==> config.mk <==
export PLATFORM = sky130hd
export DESIGN_NAME = clock_div_decade_gen
export DESIGN_NICKNAME = d
export VERILOG_FILES = /design/src/rtl/clock_div_pkg.sv /design/src/rtl/decade_stage.sv /design/src/rtl/clock_div_decade_gen.sv
export SDC_FILE = /design/constraint.sdc
export NUM_CORES = 1
export LEC_CHECK = 0
export BUFFER_PORTS_ARGS = -buffer_cell sky130_fd_sc_hd__buf_2
export CAP_MARGIN = 25
export CORE_ASPECT_RATIO = 0.9
export CORE_MARGIN = 1.5
export CORE_UTILIZATION = 60
export DETAILED_ROUTE_END_ITERATION = 8
export PLACE_DENSITY = 0.76
export SYNTH_ARGS = -nofsm -noshare
export SYNTH_HDL_FRONTEND = slang
export SYNTH_HIERARCHICAL = 1
export SYNTH_SLANG_ARGS = --single-unit
==> constraint.sdc <==
create_clock -name CLOCK -period 4.7 [get_ports CLOCK]
set_clock_uncertainty 0.15 [all_clocks]
set_input_delay 0 -clock CLOCK [delete_from_list [all_inputs] [get_ports CLOCK]]
set_output_delay 0 -clock CLOCK [all_outputs]
set_load 0.01 [all_outputs]
==> src/rtl/clock_div_pkg.sv <==
// clock_div_pkg: shared constants, types and helpers for the decade divider
package clock_div_pkg;

  localparam int MAX_STAGES = 16;

  typedef logic [15:0] stage_cnt_t;

  function automatic int cw_of(input int div);
    return (div <= 2) ? 1 : $clog2(div);
  endfunction

endpackage

==> src/rtl/decade_stage.sv <==
// decade_stage: one divide-by-DIV counter slice with registered tick and square outputs
// Optional macro CLOCK_DIV_OUT_RETIME_EN adds one output register stage (2-cycle latency).
module decade_stage
  import clock_div_pkg::*;
#(
  parameter int DIV = 10
) (
  input  logic CLOCK,
  input  logic RESET,
  input  logic SYNC_CLR,
  input  logic inc_in,
  output logic wrap_out,
  output logic tick,
  output logic sq
);

  localparam int CW = cw_of(DIV);
  localparam logic [CW-1:0] LAST = CW'(DIV - 1);
  localparam logic [CW-1:0] HALF = CW'(DIV / 2);

  logic [CW-1:0] r_cnt;
  logic          r_tick;
  logic          r_sq;
  logic          w_clr;

  assign w_clr    = RESET || SYNC_CLR;
  assign wrap_out = inc_in && (r_cnt == LAST);

  // count enabled cycles and register tick/square from the pre-edge count
  always_ff @(posedge CLOCK) begin
    if (w_clr) begin
      r_cnt  <= '0;
      r_tick <= 1'b0;
      r_sq   <= 1'b0;
    end else begin
      r_tick <= wrap_out;
      r_sq   <= r_cnt >= HALF;
      if (inc_in) r_cnt <= wrap_out ? '0 : r_cnt + CW'(1);
    end
  end

`ifdef CLOCK_DIV_OUT_RETIME_EN
  logic r_tick_d;
  logic r_sq_d;

  // extra output register for long fanout; cleared with the counters
  always_ff @(posedge CLOCK) begin
    if (w_clr) begin
      r_tick_d <= 1'b0;
      r_sq_d   <= 1'b0;
    end else begin
      r_tick_d <= r_tick;
      r_sq_d   <= r_sq;
    end
  end

  assign tick = r_tick_d;
  assign sq   = r_sq_d;
`else
  assign tick = r_tick;
  assign sq   = r_sq;
`endif

endmodule

==> src/rtl/clock_div_decade_gen.sv <==
// clock_div_decade_gen: N_STAGES cascaded synchronous divide-by-DIV tick/square generator
// Optional macro CLOCK_DIV_OUT_RETIME_EN retimes TICK/SQ through one more register.
module clock_div_decade_gen
  import clock_div_pkg::*;
#(
  parameter int N_STAGES = 7,
  parameter int DIV      = 10
) (
  input  logic                CLOCK,
  input  logic                RESET,
  input  logic                CE,
  input  logic                SYNC_CLR,
  output logic [N_STAGES-1:0] TICK,
  output logic [N_STAGES-1:0] SQ
);

  if (DIV < 2 || N_STAGES < 1 || N_STAGES > MAX_STAGES) begin : g_bad_params
    $fatal(1, "clock_div_decade_gen: DIV must be >= 2 and N_STAGES in 1..16");
  end

  logic [N_STAGES:0] w_inc;
  logic              w_unused_carry;

  assign w_inc[0]       = CE;
  assign w_unused_carry = w_inc[N_STAGES];

  for (genvar k = 0; k < N_STAGES; k++) begin : g_stage
    decade_stage #(.DIV(DIV)) u_stage (
      .CLOCK   (CLOCK),
      .RESET   (RESET),
      .SYNC_CLR(SYNC_CLR),
      .inc_in  (w_inc[k]),
      .wrap_out(w_inc[k+1]),
      .tick    (TICK[k]),
      .sq      (SQ[k])
    );
  end

endmodule
### Yosys cells after proc, flatten, opt, wreduce, memory -nomap -nowiden

Cells that the tools add are included.

* flip-flop bits (word level): 42
* input port bits: 4
* output and inout port bits: 14
* logic and storage cells: 57

* add/sub/neg operators: 7
* $lt $le $gt $ge: 7
* eq/ne operators: 7
* muxes and demuxes: 7
* reductions and logical operators: 8

Operators with widths (count)
* $add A4 B1 Y4 const B: 7
* $eq A4 B4 Y1 const B: 7
* $ge A4 B3 Y1 const B: 7
* $mux W4: 7
* $logic_and A1 B1 Y1: 7
* $logic_or A1 B1 Y1: 1

### Depth between registers and ports, before layout

Gate-level depths: netlist of run 1.

* depth after elaboration: 9
* gate-level depth with buffers: 17
* gate-level depth less buffers: 17

### Hierarchy

The synthesis of run 1 kept the hierarchy.

By module, submodules not included
* decade_stage: instances 7, cells each 31, area an instance 285.3 um^2, seq. area each 120.1 um^2

### Worst setup path before layout of run 1

Ideal clock, no wire load.

* kind: register to register
* start: register g_stage[0].u_stage.r_cnt[0]
* end: register g_stage[6].u_stage.r_cnt[1]
* setup time: 0.117 ns
* data arrival time: 2.876 ns
* data required time: 4.433 ns
* setup slack: 1.557 ns
* cell stages (with the launch flop): 17
* path buffers: 0
* clock period less this slack: 3.143 ns
* path through: dfxtp_1 ha_1 nand4b_2 inv_1 nand4b_2 inv_1 nand4b_2 inv_1 nand4b_2 inv_1 nand4b_2 inv_1 nand4b_2 inv_1 nand4b_2 a31oi_1 nor3_1

* longest elaborated chain between the ends: 9

Ends and longest elaborated chain
* start: declaration: RTL line decade_stage.sv:21 `logic [CW-1:0] r_cnt;`
* start signal: assignment: RTL line decade_stage.sv:38 `if (inc_in) r_cnt <= wrap_out ? '0 : r_cnt + CW'(1);`
* $eq A4 B4 Y1 *: RTL line decade_stage.sv:27 `assign wrap_out = inc_in && (r_cnt == LAST);`
* $logic_and A1 B1 Y1 *: RTL line decade_stage.sv:27
* net w_inc[1]: RTL line clock_div_decade_gen.sv:21 `logic [N_STAGES:0] w_inc;`
* $logic_and A1 B1 Y1 *: RTL line decade_stage.sv:27
* net w_inc[2]: RTL line clock_div_decade_gen.sv:21
* $logic_and A1 B1 Y1 *: RTL line decade_stage.sv:27
* net w_inc[3]: RTL line clock_div_decade_gen.sv:21
* $logic_and A1 B1 Y1 *: RTL line decade_stage.sv:27
* net w_inc[4]: RTL line clock_div_decade_gen.sv:21
* $logic_and A1 B1 Y1 *: RTL line decade_stage.sv:27
* net w_inc[5]: RTL line clock_div_decade_gen.sv:21
* $logic_and A1 B1 Y1 *: RTL line decade_stage.sv:27
* net w_inc[6]: RTL line clock_div_decade_gen.sv:21
* $logic_and A1 B1 Y1: RTL line decade_stage.sv:27
* $mux W4: RTL line decade_stage.sv:38
* end signal: assignment: RTL line decade_stage.sv:38
* end: declaration: RTL line decade_stage.sv:21

The timed path passes the listed nets; every way through them passes the cells marked *.
A chain may end at the register's enable or synchronous reset.

### Worst setup path in the final report of run 1

Ends and elaborated chain as after synthesis.

==> summary.md, run 1 <==
| Metric | Value |
|---|---|
| Status | finished clean |
| Chip width | 63.76 um |
| Cell count of the worst reg-to-reg path | 16 |
| CTS Buf Count | 5 |
| Share of cells above drive strength 1 | 12.03% |
| Crit Path Max Fanout | 7 |
| Placer Congestion | 0.9029 |
| Routed vias | 1545 |
| Peak supply drop | ~0.00017 V |
| Setup bufs post-CTS | 0 |
| Unrepaired setup endpoints after global routing | no |
| Antenna viol nets, final | 0 |
| Fin crit period | 3.760 ns |
| Final wirelength | 3646 um |
| Slowest CP cell | dfxtp_1 |
| Post-DP HPWL | around 2700 um |
| End of the critical path | g_stage[6].u_stage/r_cnt[1] |
| Area grow syn2layout | 11.24% |
| Critical Path Start | g_stage[0].u_stage/r_cnt[0] |
| Die ar. | 3677 sq um |
| Hold crit path type | in -> reg |
| # rows | 19 |
| CTS tree | done |
| Design Power | about 0.58 mW |
| All-Layer GR Usage | 21.75% |
| Fill cell count | 242 |
| Synthesized area per cell | 9.228 sq um |
| Setup_tns | 0 ns |
| Setup violators final | 0 |
| Final hold vios | 0 |
| Post-layout util | 71.19% |
| Most used cell, CP | nand4b_2 |
| Worst Tran Pin Value | 0.5081 ns |
| Root buffer cell | clkbuf_8 |
| # diodes | 0 |
| Crit path cell chain | ha_1, nand4b_2, inv_1, nand4b_2, inv_1, nand4b_2, inv_1, nand4b_2, inv_1, nand4b_2, inv_1, nand4b_2, inv_1, nand4b_2, a31oi_1, nor3_1 |
| WP depth | 16 |
| Starting Density | 64.00% |
| Die Y-Extent | 57.68 um |
| Max Cap Viol | 0 |
| Crit path arrival time | 3.76 ns |
| Pre-CTS setup slack | about 1 ns |
| Ports | 18 |
| TritonRoute pass-1 iters | 4 |
| Largest net degree at the start of global routing | 29 |
| CP required | 4.70 ns |
| Vias in the first global route | 1487 |
| Grt total ovfl | 0 |
| Crit start category | flop |
| Fin Hold WS | 0.08946 ns |
| Cells after Synth | about 220 |
| Syn nets | between 200 and 250 |
| Critical Path Sink Type | flop |
| FF+latch area | roughly 840 sq um |
| Post-synthesis instance area | 1993 sq um |
| Number of synthesis warnings | 6 |
| R2r startpoint | g_stage[0].u_stage/r_cnt[0] |
| Max Clock Freq | 0.2659 GHz |
| Via/cell ratio | 5.459 |
| CP delay by family, top | simple AND/OR/NAND/NOR gates |
| IO buf count | 17 |
| Global-route wire length before repair | 6285 um |
| Static Leak | 1.094 nW |
| RR Endpoint | g_stage[6].u_stage/r_cnt[1] |
| P per Cell Area | between 200 and 300 nW/um^2 |
| Multi-input logic area | 1077 sq um |
| Setup ws final | 0.9397 ns |
| CTS sink count | 42 |
| Wire per inst | 12.88 um |
| Nets | 266 |
| DRC | 0 |
| Relative slew margins | around 66% |
| Longest Clk Path Bufs | 2 |
| Clk Latency, worst-skew pair | 0.28 ns |
| Core ar. | 3114 sq um |
| Final Max Slew Viols | 0 |
| Largest stage delay on the critical path | 0.40 ns |
| Initial antenna violation count | 0 |
| H-Tree Depth | 2 |
| Crit path kind | reg -> reg |
| Worst-path clk slew | roughly 0.070 ns |
| Detailed router's first-iteration violation count | 79 |
| Final Cycle Share | 80.01% |
| R2R Setup Slk | 0.94 ns |
| WP buf/inv | 6 |
==> stage by stage <==
step,std cells,cell area [sq um]
finish,283,2217
global route,283,2217
CTS,283,2217
floorplan,216,1993
detailed placement,275,2131
global placement,275,2131
==> metal layers <==
layer	vias to the layer above	GRT usage, %	routed length (um)
li1	778	-	-
met1	728	24.94	1603
met2	35	39.25	1851
met3	4	7.184	164
met4	0	5.901	26
met5	-	0	0
==> layout make-up <==
cell class              instances  area share [%]
repair buffers                 18           4.289
well taps                      42           2.370
clock buffers                   7           3.442
multi-input cells             154           48.59
inverters                      20           3.386
flip-flops and latches         42           37.92
==> flip-flops by register name, summed over array words and instances (netlist names) <==
name	cells
g_stage.u_stage/tick	7
g_stage.u_stage/sq	7
g_stage.u_stage/r_cnt	28
==> cell usage in the layout, fill, tap and decap left out, types with 7 or more instances in the layout <==
cell / n
a21boi_1: 7
a21oi_1: 7
a31oi_1: 7
and2b_1: 7
buf_2: 17
dfxtp_1: 42
ha_1: 21
inv_1: 20
nand2_1: 14
nand2b_1: 14
nand3_1: 7
nand4_1: 7
nand4b_2: 7
nor2_1: 21
nor3_1: 21
xor2_1: 14
==> what timing repair did <==
action / in CTS / in global routing
hold buffers: 1 / 0
resized for setup: 0 / 0
setup endpoints to repair: 0 / 0
endpoints found under the hold margin: 5 / 0
==> worst min-delay path by stage <==
stage,end,from,slack (ns),cells after the start
after detailed placement,g_stage[0].u_stage/r_cnt[0],CE,0.18,3
after floorplan,g_stage[0].u_stage/r_cnt[1],RESET,-0.07,1
after global routing,g_stage[4].u_stage/tick,RESET,0.1,2
after CTS,g_stage[4].u_stage/tick,RESET,0.08,2
final,g_stage[4].u_stage/tick,RESET,0.09,2
after global placement,g_stage[0].u_stage/r_cnt[0],CE,0.17,3
==> report_power, final <==
group          internal [mW]  switching (mW)  leakage, nW
sequential             0.356        0.000654        0.338
combinational        0.00523          0.0129        0.717
clock                  0.102           0.107       0.0383
(Power assumes the default switching activity.)
==> run 2: changes to the inputs <==
--- a/config.mk
+++ b/config.mk
@@ -9,9 +9,9 @@
 export CAP_MARGIN = 25
 export CORE_ASPECT_RATIO = 0.9
 export CORE_MARGIN = 1.5
-export CORE_UTILIZATION = 60
+export CORE_UTILIZATION = 52
 export DETAILED_ROUTE_END_ITERATION = 8
-export PLACE_DENSITY = 0.76
+export PLACE_DENSITY = 0.7
 export SYNTH_ARGS = -nofsm -noshare
 export SYNTH_HDL_FRONTEND = slang
 export SYNTH_HIERARCHICAL = 1
==> constraint.sdc (replaced) <==
create_clock -name CLOCK -period 3.21 [get_ports CLOCK]
set_clock_uncertainty 0.15 [all_clocks]
set_input_delay 0 -clock CLOCK [delete_from_list [all_inputs] [get_ports CLOCK]]
set_output_delay 0 -clock CLOCK [all_outputs]
set_load 0.01 [all_outputs]
==> run 2 against run 1 <==
Effect of this change: non-clock buffer count grew 8; wire length shrank 3.7%; die area rose by 15%; count of clock-buffer cells in the layout is the same; largest cell class unchanged; largest power group unchanged.
==> summary.md, run 2 (synthesized netlist as in run 1, its figures left out) <==
| Metric | Value |
|---|---|
| Detailed router's first-iteration violation count | 43 (-46%) |
| Commonest non-fill, non-tap cell in the layout | dfxtp_1 |
| All-Layer GR Usage | 19.03% (-2.7 points) |
| Max reg flops | 28 (unchanged) |
| Post-DP HPWL | 2431 um (-10%) |
| Longest Clk Path Bufs | 2 (unchanged) |
| Fin crit period | 2.882 ns (-0.8784 ns) |
| Critical Path Start | g_stage[0].u_stage/r_cnt[0] |
| Pre-CTS setup slack | 0.1809 ns (-0.8309 ns) |
| CTS tree | done |
| Setup_tns | 0 ns (unchanged) |
| DRC | 0 (unchanged) |
| Vias in the first global route | 1363 (-8.3%) |
| Static Leak | 1.139 nW (+4.1%) |
| Placed Area | 2188 sq um (+2.7%) |
| Final wirelength | 3511 um (-3.7%) |
| Ports | 18 (unchanged) |
| TritonRoute pass-1 iters | 4 (unchanged) |
| End of the critical path | g_stage[6].u_stage/r_cnt[1] |
| IO buf count | 17 (unchanged) |
| Setup ws final | 0.3281 ns (-0.6116 ns) |
| R2r startpoint | g_stage[0].u_stage/r_cnt[0] |
| Slowest CP cell | dfxtp_1 |
| Grt total ovfl | 0 (unchanged) |
| Largest stage delay on the critical path | 0.40 ns (about the same) |
| Antenna viol nets, final | 0 (unchanged) |
| Setup violators final | 0 (unchanged) |
| # placed instances | 286 (+4.0%) |
| R2R Setup Slk | 0.33 ns (-0.61 ns) |
| Worst-path clk slew | 0.08 ns (about the same) |
| Clk Latency, worst-skew pair | 0.30 ns (+0.02 ns) |
| Crit start category | flop |
| Via/cell ratio | 5.189 (-4.9%) |
| Nets | 274 (+3.0%) |
| Peak supply drop | 0.0003632 V (+110%) |
| Die ar. | 4214 sq um (+15%) |
| Max Cap Viol | 0 (unchanged) |
| Share of cells above drive strength 1 | 16.40% (+4.4 points) |
| Crit path cell chain | ha_1, nand4b_2, inv_1, nand4b_2, inv_1, nand4b_2, inv_1, nand4b_2, inv_2, nand4b_2, inv_2, nand4b_2, inv_2, nand4b_2, a31oi_1, nor3_1 |
| Hold crit path type | in -> reg |
| Starting Density | 53.80% (-10 points) |
| # rows | 21 (+2) |
| Cell area after layout | 2312 sq um (+4.3%) |
| H-Tree Depth | 2 (unchanged) |
| CTS Buf Count | 5 (unchanged) |
| Initial antenna violation count | 0 (unchanged) |
| CP required | 3.22 ns (-1.48 ns) |
| Most used cell, CP | nand4b_2 |
| Final Cycle Share | 89.78% (+9.8 points) |
| Crit path kind | reg -> reg |
| Max Clock Freq | 0.3470 GHz (+30%) |
| Critical Path Sink Type | flop |
| Most frequent cells in the layout | dfxtp_1 (42), nor3_1 (21), nor2_1 (21), ha_1 (21) |
| Relative slew margins | 64.72% (-1.4 points) |
| RR Endpoint | g_stage[6].u_stage/r_cnt[1] |
| Crit Path Max Fanout | 7 (unchanged) |
| Placer Congestion | 0.8090 (-10%) |
| Cell count of the worst reg-to-reg path | 16 (unchanged) |
| Area grow syn2layout | 16.01% |
| Chip width | 68.26 um (+7.1%) |
| P per Cell Area | 413.5 nW/um^2 (+57%) |
| Wire per inst | 11.86 um (-7.9%) |
| Largest net degree at the start of global routing | 29 (unchanged) |
| Post-Layout Cell Count | 296 (+4.6%) |
| Worst Tran Pin Value | 0.5291 ns (+0.02103 ns) |
| Global-route wire length before repair | 5844 um (-7.0%) |
| Core ar. | 3705 sq um (+19%) |
| Final Max Slew Viols | 0 (unchanged) |
| # diodes | 0 (unchanged) |
| Fill cell count | 304 (+26%) |
| Routed vias | 1536 (-0.58%) |
| Fin Hold WS | 0.08501 ns (-0.004453 ns) |
| Final hold vios | 0 (unchanged) |
| Root buffer cell | clkbuf_8 |
| Crit path arrival time | 2.90 ns (-0.86 ns) |
| CTS sink count | 42 (unchanged) |
| Die Y-Extent | 61.74 um (+7.0%) |
| Status | finished clean |
| Biggest register | g_stage.u_stage/r_cnt |
-- run 2: cell types whose count changed in the layout (fill, tap and decap cells not counted), sizes merged --
cell / before / now
buf: 17 / 25
bufinv: 0 / 1
-- run 2: worst min path at each step --
| stage | depth (start not counted) | startpoint | slack (ns) | to |
|---|---|---|---|---|
| global route | 2 | RESET | 0.1 | g_stage[2].u_stage/sq |
| detailed placement | 3 | CE | 0.18 | g_stage[0].u_stage/r_cnt[0] |
| floorplan | 1 | RESET | -0.07 | g_stage[0].u_stage/r_cnt[1] |
| CTS | 2 | RESET | 0.08 | g_stage[3].u_stage/sq |
| global placement | 3 | CE | 0.20 | g_stage[0].u_stage/r_cnt[0] |
| finish | 2 | RESET | 0.09 | g_stage[6].u_stage/sq |
-- run 2: routing by layer --
metal	vias to the layer above	GRT usage [%]	wire, um
li1	790	-	-
met1	707	23.82	1748
met2	31	29.82	1545
met3	8	5.045	149
met4	0	11.14	68
met5	-	0	0
-- run 2: critical path: cells and delay by family (launching register included) --
kind / cells / cell delay, ns
buffers and inverters: 6 / 0.73
AOI/OAI and AO/OA: 1 / 0.20
adders and majority gates: 1 / 0.21
DFF: 1 / 0.40
and+or+nand+nor: 8 / 1.05
-- run 2: power breakdown --
group / leakage (nW) / switching, mW / internal, mW / total [mW]
combinational: 0.748 / 0.0188 / 0.00765 / 0.0265
sequential: 0.338 / 0.000924 / 0.521 / 0.522
clock: 0.0524 / 0.175 / 0.233 / 0.407
total: 1.14 / 0.194 / 0.762 / 0.956
-- run 2: stage by stage --
step                      utilization (%)  power [mW]
after global routing                62.41      0.9986
after detailed placement            59.07      0.5603
after global placement              59.07      0.5600
final                               62.41      0.9560
after floorplan                         -      0.5449
after CTS                           62.21      0.9739
-- run 2: what timing repair did --
item | in CTS | in global routing
setup buffers | 0 | 1
endpoints found under the setup margin | 0 | 5
endpoints found under the hold margin | 5 | 0
hold buffers | 1 | 0
resized for setup | 0 | 3
-- run 2: final cells by class --
cell class	instances	area, sq um	area share, %
Tap cell	46	57.56	2.489
Timing Repair Buffer	26	155.1	6.710
Sequential cell	42	840.8	36.36
Clock buffer	7	76.32	3.301
Multi-Input combinational cell	154	1077	46.59
Clock inverter	1	30.03	1.299
Inverter	20	75.07	3.247
